[config.mk]
export PLATFORM = sky130hd
export DESIGN_NAME = dmem_bridge
export DESIGN_NICKNAME = d
export VERILOG_FILES = /design/src/rtl/dmem_bridge_pkg.sv /design/src/rtl/dmem_lane.sv /design/src/rtl/dmem_bridge.sv
export SDC_FILE = /design/constraint.sdc
export NUM_CORES = 1
export LEC_CHECK = 0
export ABC_AREA = 0
export ABC_CLOCK_PERIOD_IN_PS = 3000
export CAP_MARGIN = 25
export CORE_MARGIN = 2
export CORE_UTILIZATION = 49
export DETAILED_ROUTE_END_ITERATION = 12
export PLACE_DENSITY = 0.86
export SLEW_MARGIN = 15
export SYNTH_ARGS = -nofsm -noshare
export SYNTH_HDL_FRONTEND = slang
export SYNTH_SLANG_ARGS = --single-unit
export TNS_END_PERCENT = 10
[constraint.sdc]
create_clock -name clk -period 3 [get_ports clk]
set_input_delay 0.6 -clock clk [delete_from_list [all_inputs] [get_ports clk]]
set_output_delay 0.6 -clock clk [all_outputs]
set_load 0.02 [all_outputs]
[src/rtl/dmem_bridge_pkg.sv]
// Shared definitions for the core data-memory bridge: access-size codes,
// bridge FSM states and the captured request attributes.
package dmem_bridge_pkg;

    localparam logic [1:0] SZ_BYTE = 2'd0;
    localparam logic [1:0] SZ_HALF = 2'd1;
    localparam logic [1:0] SZ_WORD = 2'd2;
    localparam logic [1:0] SZ_RSVD = 2'd3;

    typedef enum logic [1:0] {
        IDLE = 2'd0,
        REQ  = 2'd1,
        RESP = 2'd2,
        DONE = 2'd3
    } state_t;

    // Request attributes kept for the whole transaction; address and write
    // data are held separately because their widths are parameters.
    typedef struct packed {
        logic       we;
        logic [1:0] size;
        logic       uns;
        logic [1:0] off;
    } cap_t;

    // Reserved size, or an access that straddles its natural alignment.
    function automatic logic misaligned(input logic [1:0] size, input logic [1:0] off);
        return (size == SZ_RSVD) ||
               (size == SZ_HALF && off[0]) ||
               (size == SZ_WORD && off != 2'b00);
    endfunction

endpackage

[src/rtl/dmem_lane.sv]
// Byte-lane steering: strobe generation and write-data replication for stores,
// lane extraction and sign/zero extension for loads. Purely combinational.
module dmem_lane
    import dmem_bridge_pkg::*;
(
    input  logic [1:0]  wr_size,
    input  logic [1:0]  wr_off,
    input  logic [31:0] wr_data,
    output logic [3:0]  wr_strobe,
    output logic [31:0] wr_lanes,
    input  logic [1:0]  rd_size,
    input  logic [1:0]  rd_off,
    input  logic        rd_uns,
    input  logic [31:0] rd_raw,
    output logic [31:0] rd_data
);

    logic [7:0]  rd_byte;
    logic [15:0] rd_half;

    // Store side: enable the addressed lanes, replicate data onto every lane.
    always_comb begin
        wr_strobe = 4'b1111;
        wr_lanes  = wr_data;
        case (wr_size)
            SZ_BYTE: begin
                wr_strobe = 4'b0001 << wr_off;
                wr_lanes  = {4{wr_data[7:0]}};
            end
            SZ_HALF: begin
                wr_strobe = 4'b0011 << wr_off;
                wr_lanes  = {2{wr_data[15:0]}};
            end
            default: ;
        endcase
    end

    // Load side: pick the addressed lane(s) and extend to a full word.
    always_comb begin
        rd_byte = rd_raw[{rd_off, 3'b000} +: 8];
        rd_half = rd_raw[{rd_off[1], 4'b0000} +: 16];
        case (rd_size)
            SZ_BYTE: rd_data = {{24{~rd_uns & rd_byte[7]}}, rd_byte};
            SZ_HALF: rd_data = {{16{~rd_uns & rd_half[15]}}, rd_half};
            default: rd_data = rd_raw;
        endcase
    end

endmodule

[src/rtl/dmem_bridge.sv]
// Single-outstanding bridge from the core's memory stage to a handshaked
// data bus. Aligns/strobes stores, extracts/extends loads, flags misaligned
// or reserved-size accesses and bus timeouts on the completion pulse.
module dmem_bridge
    import dmem_bridge_pkg::*;
#(
    parameter int ADDR_W  = 32,
    parameter int DATA_W  = 32,
    parameter int TIMEOUT = 255
) (
    input  logic              clk,
    input  logic              reset,
    input  logic              creq_valid,
    output logic              creq_ready,
    input  logic [ADDR_W-1:0] creq_addr,
    input  logic              creq_we,
    input  logic [1:0]        creq_size,
    input  logic              creq_unsigned,
    input  logic [DATA_W-1:0] creq_wdata,
    output logic              cresp_valid,
    output logic              cresp_err,
    output logic [DATA_W-1:0] cresp_rdata,
    output logic              mreq_valid,
    input  logic              mreq_ready,
    output logic [ADDR_W-1:0] mreq_addr,
    output logic              mreq_we,
    output logic [3:0]        mreq_strobe,
    output logic [DATA_W-1:0] mreq_wdata,
    input  logic              mresp_valid,
    input  logic [DATA_W-1:0] mresp_rdata
);

    localparam int CNT_W = $clog2(TIMEOUT + 1);
    localparam logic [CNT_W-1:0] CNT_LAST = CNT_W'(TIMEOUT - 1);

    state_t            state;
    logic [CNT_W-1:0]  cnt;
    cap_t              cap;
    logic [ADDR_W-3:0] word_addr;

    logic [3:0]        lane_strobe;
    logic [DATA_W-1:0] lane_wdata;
    logic [DATA_W-1:0] lane_rdata;
    logic              last_cycle;

    dmem_lane u_lane (
        .wr_size   (creq_size),
        .wr_off    (creq_addr[1:0]),
        .wr_data   (creq_wdata),
        .wr_strobe (lane_strobe),
        .wr_lanes  (lane_wdata),
        .rd_size   (cap.size),
        .rd_off    (cap.off),
        .rd_uns    (cap.uns),
        .rd_raw    (mresp_rdata),
        .rd_data   (lane_rdata)
    );

    assign creq_ready  = (state == IDLE);
    assign mreq_valid  = (state == REQ);
    assign cresp_valid = (state == DONE);
    assign mreq_addr   = {word_addr, 2'b00};
    assign mreq_we     = cap.we;
    // Counter would hit TIMEOUT on this edge; a completion this cycle still wins.
    assign last_cycle  = (cnt == CNT_LAST);

    // Transaction FSM with request capture, timeout counter and response registers.
    always_ff @(posedge clk or negedge reset) begin
        if (!reset) begin
            state       <= IDLE;
            cnt         <= '0;
            cap         <= '0;
            word_addr   <= '0;
            mreq_strobe <= '0;
            mreq_wdata  <= '0;
            cresp_err   <= 1'b0;
            cresp_rdata <= '0;
        end else begin
            case (state)
                IDLE: begin
                    if (creq_valid) begin
                        cap         <= '{we: creq_we, size: creq_size,
                                         uns: creq_unsigned, off: creq_addr[1:0]};
                        word_addr   <= creq_addr[ADDR_W-1:2];
                        mreq_strobe <= lane_strobe;
                        mreq_wdata  <= lane_wdata;
                        cnt         <= '0;
                        if (misaligned(creq_size, creq_addr[1:0])) begin
                            state       <= DONE;
                            cresp_err   <= 1'b1;
                            cresp_rdata <= '0;
                        end else begin
                            state <= REQ;
                        end
                    end
                end
                REQ: begin
                    cnt <= cnt + 1'b1;
                    if (mreq_ready && mresp_valid) begin
                        state       <= DONE;
                        cresp_err   <= 1'b0;
                        cresp_rdata <= cap.we ? '0 : lane_rdata;
                    end else if (last_cycle) begin
                        state       <= DONE;
                        cresp_err   <= 1'b1;
                        cresp_rdata <= '0;
                    end else if (mreq_ready) begin
                        state <= RESP;
                    end
                end
                RESP: begin
                    cnt <= cnt + 1'b1;
                    if (mresp_valid) begin
                        state       <= DONE;
                        cresp_err   <= 1'b0;
                        cresp_rdata <= cap.we ? '0 : lane_rdata;
                    end else if (last_cycle) begin
                        state       <= DONE;
                        cresp_err   <= 1'b1;
                        cresp_rdata <= '0;
                    end
                end
                default: state <= IDLE;
            endcase
        end
    end

endmodule

# [After elaboration in Yosys (flattened, before gate mapping)]
# Cells that the tools add are included.
# W data, S select, Z words.
[word_totals] regBits=115 input_bits=105 output_inout_bits=105 word_cells=73
[op_classes] addsub=1 n_eq_ne=12 n_shift=4 muxes=26 bitwise_logic=3 n_reduce_logical=16
[ops] op="$mux W32" count=6
[ops] op="$pmux W32 S2" count=2
[ops] op="$pmux W32 S3" count=1
[ops] op="$shiftx A32 B6 Y16" count=1
[ops] op="$shiftx A32 B6 Y8" count=1
[ops] op="$pmux W8 S2" count=1
[ops] op="$mux W2" count=7
[ops] op="$add A8 B1 Y8 const B" count=1
[ops] op="$eq A2 B2 Y1 const B" count=4
[ops] op="$eq A8 B8 Y1 const B" count=1
[ops] op="$mux W8" count=1
[ops] op="$pmux W4 S2" count=1
[ops] op="$eq A2 B1 Y1 const B" count=3
[ops] op="$logic_not A2 Y1" count=3
[ops] op="$pmux W2 S3" count=1
[ops] op="$reduce_and A3 Y1" count=2
[ops] op="$mux W1" count=5
[ops] op="$ne A4 B1 Y1 const B" count=1
[ops] op="$reduce_and A2 Y1" count=2
[ops] op="$reduce_bool A2 Y1" count=2
[ops] op="$shl A1 B2 Y4 const A" count=1
[ops] op="$shl A2 B2 Y4 const A" count=1
[ops] op="$logic_and A1 B1 Y1" count=3
[ops] op="$ne A3 B3 Y1 const B" count=1
[ops] op="8 further kinds" count=10

# [Longest topological paths before layout]
# Gate-level depths: netlist of run 1.
[logic_depth] depth_word=7 mapped_depth=8

# [Modules after synthesis]
# A second synthesis of run 1 with hierarchy kept.
[unflattened] cells_unflattened=507 hier_area_um2=5723.0
[modules_own_cells] mod="dmem_bridge" instances=1 cells_each=311 area_each_um2=4549.4 seq_area_each_um2=2877.8
[modules_own_cells] mod="dmem_lane" instances=1 cells_each=196 area_each_um2=1173.6 seq_area_each_um2=0.0

# [Least setup slack after synthesis of run 1]
# Ideal clock, no wire load.
[synth_path] kind="register to register" startpoint="reg state[0]" endpoint="reg cap[2] (netlist bit)" setup_ps=125 t_arrival_ps=1702 required_time_ps=2875 setup_slack_ps=1173 stages_incl_launch_ff=7 n_path_buf=2 path_cell_list="dfrtp_1 -> inv_1 -> ha_1 -> nand2_1 -> clkbuf_1 -> buf_2 -> mux2_2"
[synth_between] elab_chain_len=2
[synth_rtl] element="from (decl)" line="dmem_bridge.sv:36" text="state_t state;"
[synth_rtl] element="from (signal assigned)" line="dmem_bridge.sv:70" text="state <= IDLE;"
[synth_rtl] element="from (signal assigned)" line="dmem_bridge.sv:89" text="state <= DONE;"
[synth_rtl] element="from (signal assigned)" line="dmem_bridge.sv:93" text="state <= REQ;"
[synth_rtl] element="$logic_not A2 Y1"
[synth_rtl] element="via creq_ready" line="dmem_bridge.sv:14" text="output logic creq_ready,"
[synth_rtl] element="$reduce_and A2 Y1 (no source line)"
[synth_rtl] element="to (signal assigned)" line="dmem_bridge.sv:82" text="cap <= '{we: creq_we, size: creq_size,"
[synth_rtl] element="to (decl)" line="dmem_bridge.sv:38" text="cap_t cap;"
# The timed path passes the listed nets, and every way through them passes these cells.
# A chain may end at the register's enable or synchronous reset.

# [Worst setup path after layout of run 1]
[layout_path] startpoint="reg state[1]" endpoint="out creq_ready"
[layout_between] elab_chain_len=1
[layout_rtl] element="$logic_not A2 Y1" line="dmem_bridge.sv:59" text="assign creq_ready = (state == IDLE);"
[layout_rtl] element="to (decl)" line="dmem_bridge.sv:14"
# Every way passes these cells.

==> impl_metrics.json, run 1 <==
{
  "startpoint_type": "register",
  "avgSynthCellArea_um2": 11.5,
  "vdd_ir_drop_max_mv": 0.731,
  "r2r_slack_ps": 770,
  "cpMaxStageDelayCell": "clkdlybuf4s50_1",
  "post-cts-setup-buffer-count": 0,
  "r2r_start": "cap[3]",
  "sw_frac_of_total_pct": 38.6,
  "path_delay_family": "buffers and inverters",
  "fmax_mhz": 389,
  "syn_to_final_growth_pct": 47.0,
  "setup_tns_ps": 0,
  "finalWirelength_mm": 18.0,
  "cts_sinks": 115,
  "yosysUniqueCellTypes": 53,
  "htreeDepth": 4,
  "cts_resized": 0,
  "globalRouteTotalUtil_pct": 28.6,
  "dr.pass1.iters": 5,
  "root_buffer": "clkbuf_16",
  "max-clock-path-buffers": 2,
  "die-area_um2": 13000,
  "cts_buffers": 17,
  "final-hold-violation-count": 0,
  "grt_pass1_vias": 5511,
  "yosysTopAreaCellShare_pct": 48.5,
  "max_slew_margin_pct": 41.7,
  "die_height_um": 114,
  "gp_congestion": 0.872,
  "drc": 0,
  "internal-power_mw": 5.82,
  "multi_input_area_um2": 2770,
  "fin_crit_ps": 2570,
  "grt_pass1_wl_mm": 28.6,
  "critPathMaxFanout": 8,
  "initial_core_util_pct": 49.8,
  "gr-total-overflow": 0,
  "io_pins": 210,
  "synth-edff-count": 0,
  "clock_latency_ps": 420,
  "cp_cell_sequence": "inv_1 > ha_1 > clkdlybuf4s50_1",
  "finalMaxSlewViolations": 0,
  "finalCritPeriodShare_pct": 85.7,
  "antenna_found_initial": 0,
  "synth_area_leaders": "dfrtp_1 49%, mux2_2 8.2%, mux2i_1 4.7%",
  "synth.most_common_cell": "dfrtp_1",
  "p_clk_share_pct": 23.5,
  "critical_path_class": "register to output pin",
  "dpl_cell_area_um2": 8080,
  "fillers": 785,
  "cp.arrival_ps": 1970,
  "p_total_mw": 9.48,
  "drt_iter0_drc": 342,
  "timing.rr.end": "cresp_rdata[6]",
  "synthTopCellsByCount": "115 x dfrtp_1, 43 x mux2_2, 37 x nand2_1, 37 x o21ai_0, 33 x nor2_1",
  "final_cell_area_um2": 8710,
  "tightest_slew_ps": 875,
  "pwr-share-comb_pct": 48.3,
  "yosysTopAreaCell": "dfrtp_1",
  "ant_nets": 0,
  "seq_power_share_pct": 28.2,
  "cp.required_ps": 2400,
  "crit_path_end_kind": "output pin",
  "async_flop_share_pct": 100,
  "crit_buf_inv": 2,
  "rsz0062_at_grt": "false",
  "p_leak_nw": 3.64,
  "die-width_um": 114,
  "clock_skew_ps": 15.4,
  "p_per_area_nw_per_um2": 1090,
  "synth-seq-area-share_pct": 48.5,
  "ys_seq_elements": 115,
  "status": "finished clean",
  "wire_per_inst_um": 20.5,
  "core.rowCount": 40,
  "clkSlewWorstSetupHoldPaths_ps": 60,
  "cts_tree": "yes",
  "cap_violations": 0,
  "dp_hpwl_mm": 12.4,
  "critPathMaxStageDelay_ps": 690,
  "finalSetupViolations": 0,
  "nNetsFinal": 828,
  "syn_inst": 516,
  "yosysWarnings": 0,
  "r2r_cells": 4,
  "io_buffers": 207,
  "post_synth_instance_area_um2": 5930,
  "grt_max_degree": 60,
  "diodes": 0,
  "min_path_type": "input port to async pin",
  "core_um2": 11900,
  "switchingPower_mw": 3.66,
  "vias": 5111,
  "drive_above_1_share_pct": 16.6,
  "via_per_inst": 5.84,
  "synth_flop_cell": "dfrtp_1",
  "regArea_um2": 2880,
  "holdBufCountCts": 0
}
[placed cells by master, fill, tap and decap left out, types with 3 or more instances in the layout]
master and instances:
nand2b_1 4, inv_1 15, mux2i_1 28, mux2_2 43
o32ai_1 3, a31oi_1 8, mux4_2 6, nand3_1 6
a22oi_1 16, o2bb2ai_1 15, or3_1 3, nand3b_1 7
o31ai_1 5, a21oi_1 15, clkbuf_16 17, clkdlybuf4s50_1 206
o22ai_1 10, bufinv_16 5, o21ai_0 37, nor2_1 33
dfrtp_1 115, a211o_1 8, buf_4 11, nand2_1 36
o32ai_2 5, nor2b_1 13, ha_1 6, o2bb2ai_2 10
[layout make-up]
| type | instances | share of cell area, % |
|---|---|---|
| inverters | 15 | 0.646 |
| clock inverters | 9 | 2.05 |
| multi-input cells | 349 | 31.8 |
| well taps | 147 | 2.11 |
| clock buffers | 21 | 5.28 |
| repair buffers | 219 | 25.1 |
| flip-flops and latches | 115 | 33.0 |
[cells by family after synthesis]
| logic type | share of synthesized area, % |
|---|---|
| AO/OA/AOI/OAI | 19.7 |
| flip-flops | 48.5 |
| AND/OR/NAND/NOR | 9.46 |
| multiplexers | 16.1 |
| buffers and inverters | 4.88 |
| adder cells (fa/ha/maj) | 1.27 |
| other | 0.0633 |
[stage by stage]
step           cells  setup slack (ps)  util, %  hold WS (ps)
5_1_grt          875               340     73.2           323
3_5_place_dp     845               539     67.8           474
4_1_cts          875               415     73.2           282
6_report         875               430     73.2           257
2_1_floorplan    517              1170        -           304
3_3_place_gp     845               614     67.8           460
[how the worst max path moves through the flow]
| stage | from | endpoint | depth (start not counted) |
|---|---|---|---|
| after floorplan | state[0] | cap[2] | 6 |
| after global placement | creq_size[1] | cresp_rdata[8] | 6 |
| after detailed placement | creq_size[1] | cresp_rdata[12] | 6 |
| after CTS | state[1] | creq_ready | 3 |
| after global routing | state[1] | creq_ready | 3 |
| final | state[1] | creq_ready | 3 |
[layer usage]
layer	part of all wire [%]	vias up	track usage [%]
li1	-	2306	-
met1	37	2459	33.9
met2	49	298	46.6
met3	10	48	11.3
met4	3.2	0	11.6
met5	0	-	0
[flip-flops by register name (all words and copies together), names as in the netlist]
signal       cells
cresp_err        1
state            2
word_addr       30
cnt              8
mreq_we          1
mreq_strobe      4
cresp_rdata     32
mreq_wdata      32
cap              5
[power groups by stage]
stage	logic, mW	clock network [mW]	registers (mW)
floorplan	2.27	0	3.16
global placement	4.41	0	2.62
detailed placement	4.53	0	2.66
CTS	4.60	2.25	2.67
global route	4.89	2.33	2.74
finish	4.58	2.23	2.67
(Power assumes the default switching activity.)
==> run 2, diff against run 1 <==
Settings changed: ABC_AREA 0 to not set, PLACE_DENSITY 0.86 to 0.88.
==> run 2 against run 1 <==
Against the previous run:
- core utilization down 0.30 points
- final area is 0.42% lower
- non-clock buffer count shrank 1
- worst hold slack lost 110 ps
- via count down 0.22%
- clock-buffer cell count down 2
- sequential cell count did not move
- critical path depth unchanged
- largest power group unchanged
==> impl_metrics.json, run 2 (synthesis results as in run 1) <==
{
  "cts_sinks": 115,
  "post-cts-setup-buffer-count": 0,
  "seq_power_share_pct": 28.1,
  "vdd_ir_drop_max_mv": 0.701,
  "root_buffer": "clkbuf_16",
  "gr-total-overflow": 0,
  "io_pins": 210,
  "fin_crit_ps": 2600,
  "dr.pass1.iters": 5,
  "wire_per_inst_um": 20.6,
  "finalWirelength_mm": 18.1,
  "cp.arrival_ps": 2000,
  "finalMaxSlewViolations": 0,
  "finalSetupViolations": 0,
  "multi_input_area_um2": 2770,
  "gp_congestion": 0.850,
  "core.rowCount": 40,
  "grt_pass1_vias": 5430,
  "initial_core_util_pct": 49.8,
  "fillers": 792,
  "fmax_mhz": 384,
  "cap_violations": 0,
  "regArea_um2": 2880,
  "critPathMaxStageDelay_ps": 690,
  "p_leak_nw": 3.62,
  "drt_iter0_drc": 358,
  "min_path_type": "input port to async pin",
  "final_cell_area_um2": 8680,
  "nNetsFinal": 827,
  "finalNonFillerCells": 876,
  "pwr-share-comb_pct": 49.5,
  "clock_skew_ps": 7.14,
  "dp.cells": 844,
  "p_clk_share_pct": 22.4,
  "holdBufCountCts": 0,
  "sw_frac_of_total_pct": 39.6,
  "r2r_start": "state[0]",
  "die-area_um2": 13000,
  "critPathMaxFanout": 8,
  "syn_to_final_growth_pct": 46.4,
  "crit_path_end_kind": "output pin",
  "max-clock-path-buffers": 2,
  "cp.required_ps": 2400,
  "status": "finished clean",
  "vias": 5100,
  "setup_tns_ps": 0,
  "cts_buffers": 17,
  "p_per_area_nw_per_um2": 1080,
  "diodes": 0,
  "dpl_cell_area_um2": 8070,
  "drc": 0,
  "critical_path_class": "register to output pin",
  "startpoint_type": "register",
  "grt_max_degree": 79,
  "grt_pass1_wl_mm": 28.8,
  "clock_latency_ps": 420,
  "switchingPower_mw": 3.71,
  "die-width_um": 114,
  "top_regs": "cresp_rdata (32), mreq_wdata (32), word_addr (30)",
  "timing.rr.end": "cresp_rdata[11]",
  "max_slew_margin_pct": 49.6,
  "dp_hpwl_mm": 12.7,
  "holdWs_ps": 152,
  "core_um2": 11900,
  "finalCritPeriodShare_pct": 86.8,
  "tightest_slew_ps": 756,
  "drive_above_1_share_pct": 17.0,
  "internal-power_mw": 5.66,
  "fin_ws_ps": 397,
  "pre_cts_ws_ps": 537,
  "ant_nets": 0,
  "clkSlewWorstSetupHoldPaths_ps": 60,
  "cpMaxStageDelayCell": "clkdlybuf4s50_1",
  "via_per_inst": 5.82,
  "rsz0062_at_grt": "false",
  "layout_common_cells": "206 x clkdlybuf4s50_1, 115 x dfrtp_1, 43 x mux2_2",
  "antenna_found_initial": 0,
  "final_common_cell": "clkdlybuf4s50_1",
  "r2r_slack_ps": 860,
  "r2r_cells": 7,
  "io_buffers": 207,
  "htreeDepth": 4,
  "final-hold-violation-count": 0,
  "die_height_um": 114,
  "cts_tree": "yes",
  "cp_cell_sequence": "inv_1 > ha_1 > clkdlybuf4s50_1",
  "cts_resized": 0,
  "globalRouteTotalUtil_pct": 28.9
}
-- run 2: cell count changes in the layout (fill, tap and decap cells not counted), sizes merged --
| cell | change |
|---|---|
| clkinv | +3 |
| buf | -1 |
| clkinvlp | +2 |
| bufinv | -2 |
| inv | +1 |
| clkbuf | -2 |
-- run 2: final cells by class --
class | count | share of cell area, %
Tap cell | 147 | 2.12
Timing Repair Buffer | 218 | 25.1
Sequential cell | 115 | 33.2
Clock buffer | 19 | 5.22
Inverter | 15 | 0.649
Clock inverter | 13 | 1.82
Multi-Input combinational cell | 349 | 31.9
-- run 2: worst max-delay path: cells and delay by family (launching register included) --
kind / cells / cell delay (ps)
DFF: 1 / 420
buffers and inverters: 2 / 790
adders and majority gates: 1 / 370
-- run 2: layer usage --
metal  vias up  GRT usage [%]  wire (um)
li1       2293              -          -
met1      2535           33.5       6750
met2       230           48.3       9150
met3        42           9.62       1550
met4         0           13.8        643
met5         -              0          0
-- run 2: how the worst max path moves through the flow --
stage | cells past startpoint | startpoint | end | slack (ps)
after global placement | 6 | creq_size[1] | cresp_rdata[8] | 660
after global routing | 3 | state[0] | creq_ready | 330
after CTS | 3 | state[0] | creq_ready | 390
final | 3 | state[0] | creq_ready | 400
after detailed placement | 5 | mresp_rdata[31] | cresp_rdata[22] | 540
after floorplan | 6 | state[0] | cap[2] | 1170
-- run 2: power groups by stage --
stage / Combinational (mW) / Sequential, mW / Clock (mW)
2_1_floorplan: 2.27 / 3.16 / 0
3_3_place_gp: 4.44 / 2.60 / 0
3_5_place_dp: 4.59 / 2.63 / 0
4_1_cts: 4.65 / 2.63 / 2.12
5_1_grt: 4.94 / 2.70 / 2.18
6_report: 4.64 / 2.63 / 2.10
-- run 2: stage by stage --
stage          utilization, %  total power [mW]
6_report                 72.9              9.37
5_1_grt                  72.9              9.82
4_1_cts                  72.9              9.39
3_5_place_dp             67.7              7.22
3_3_place_gp             67.7              7.04
2_1_floorplan               -              5.43
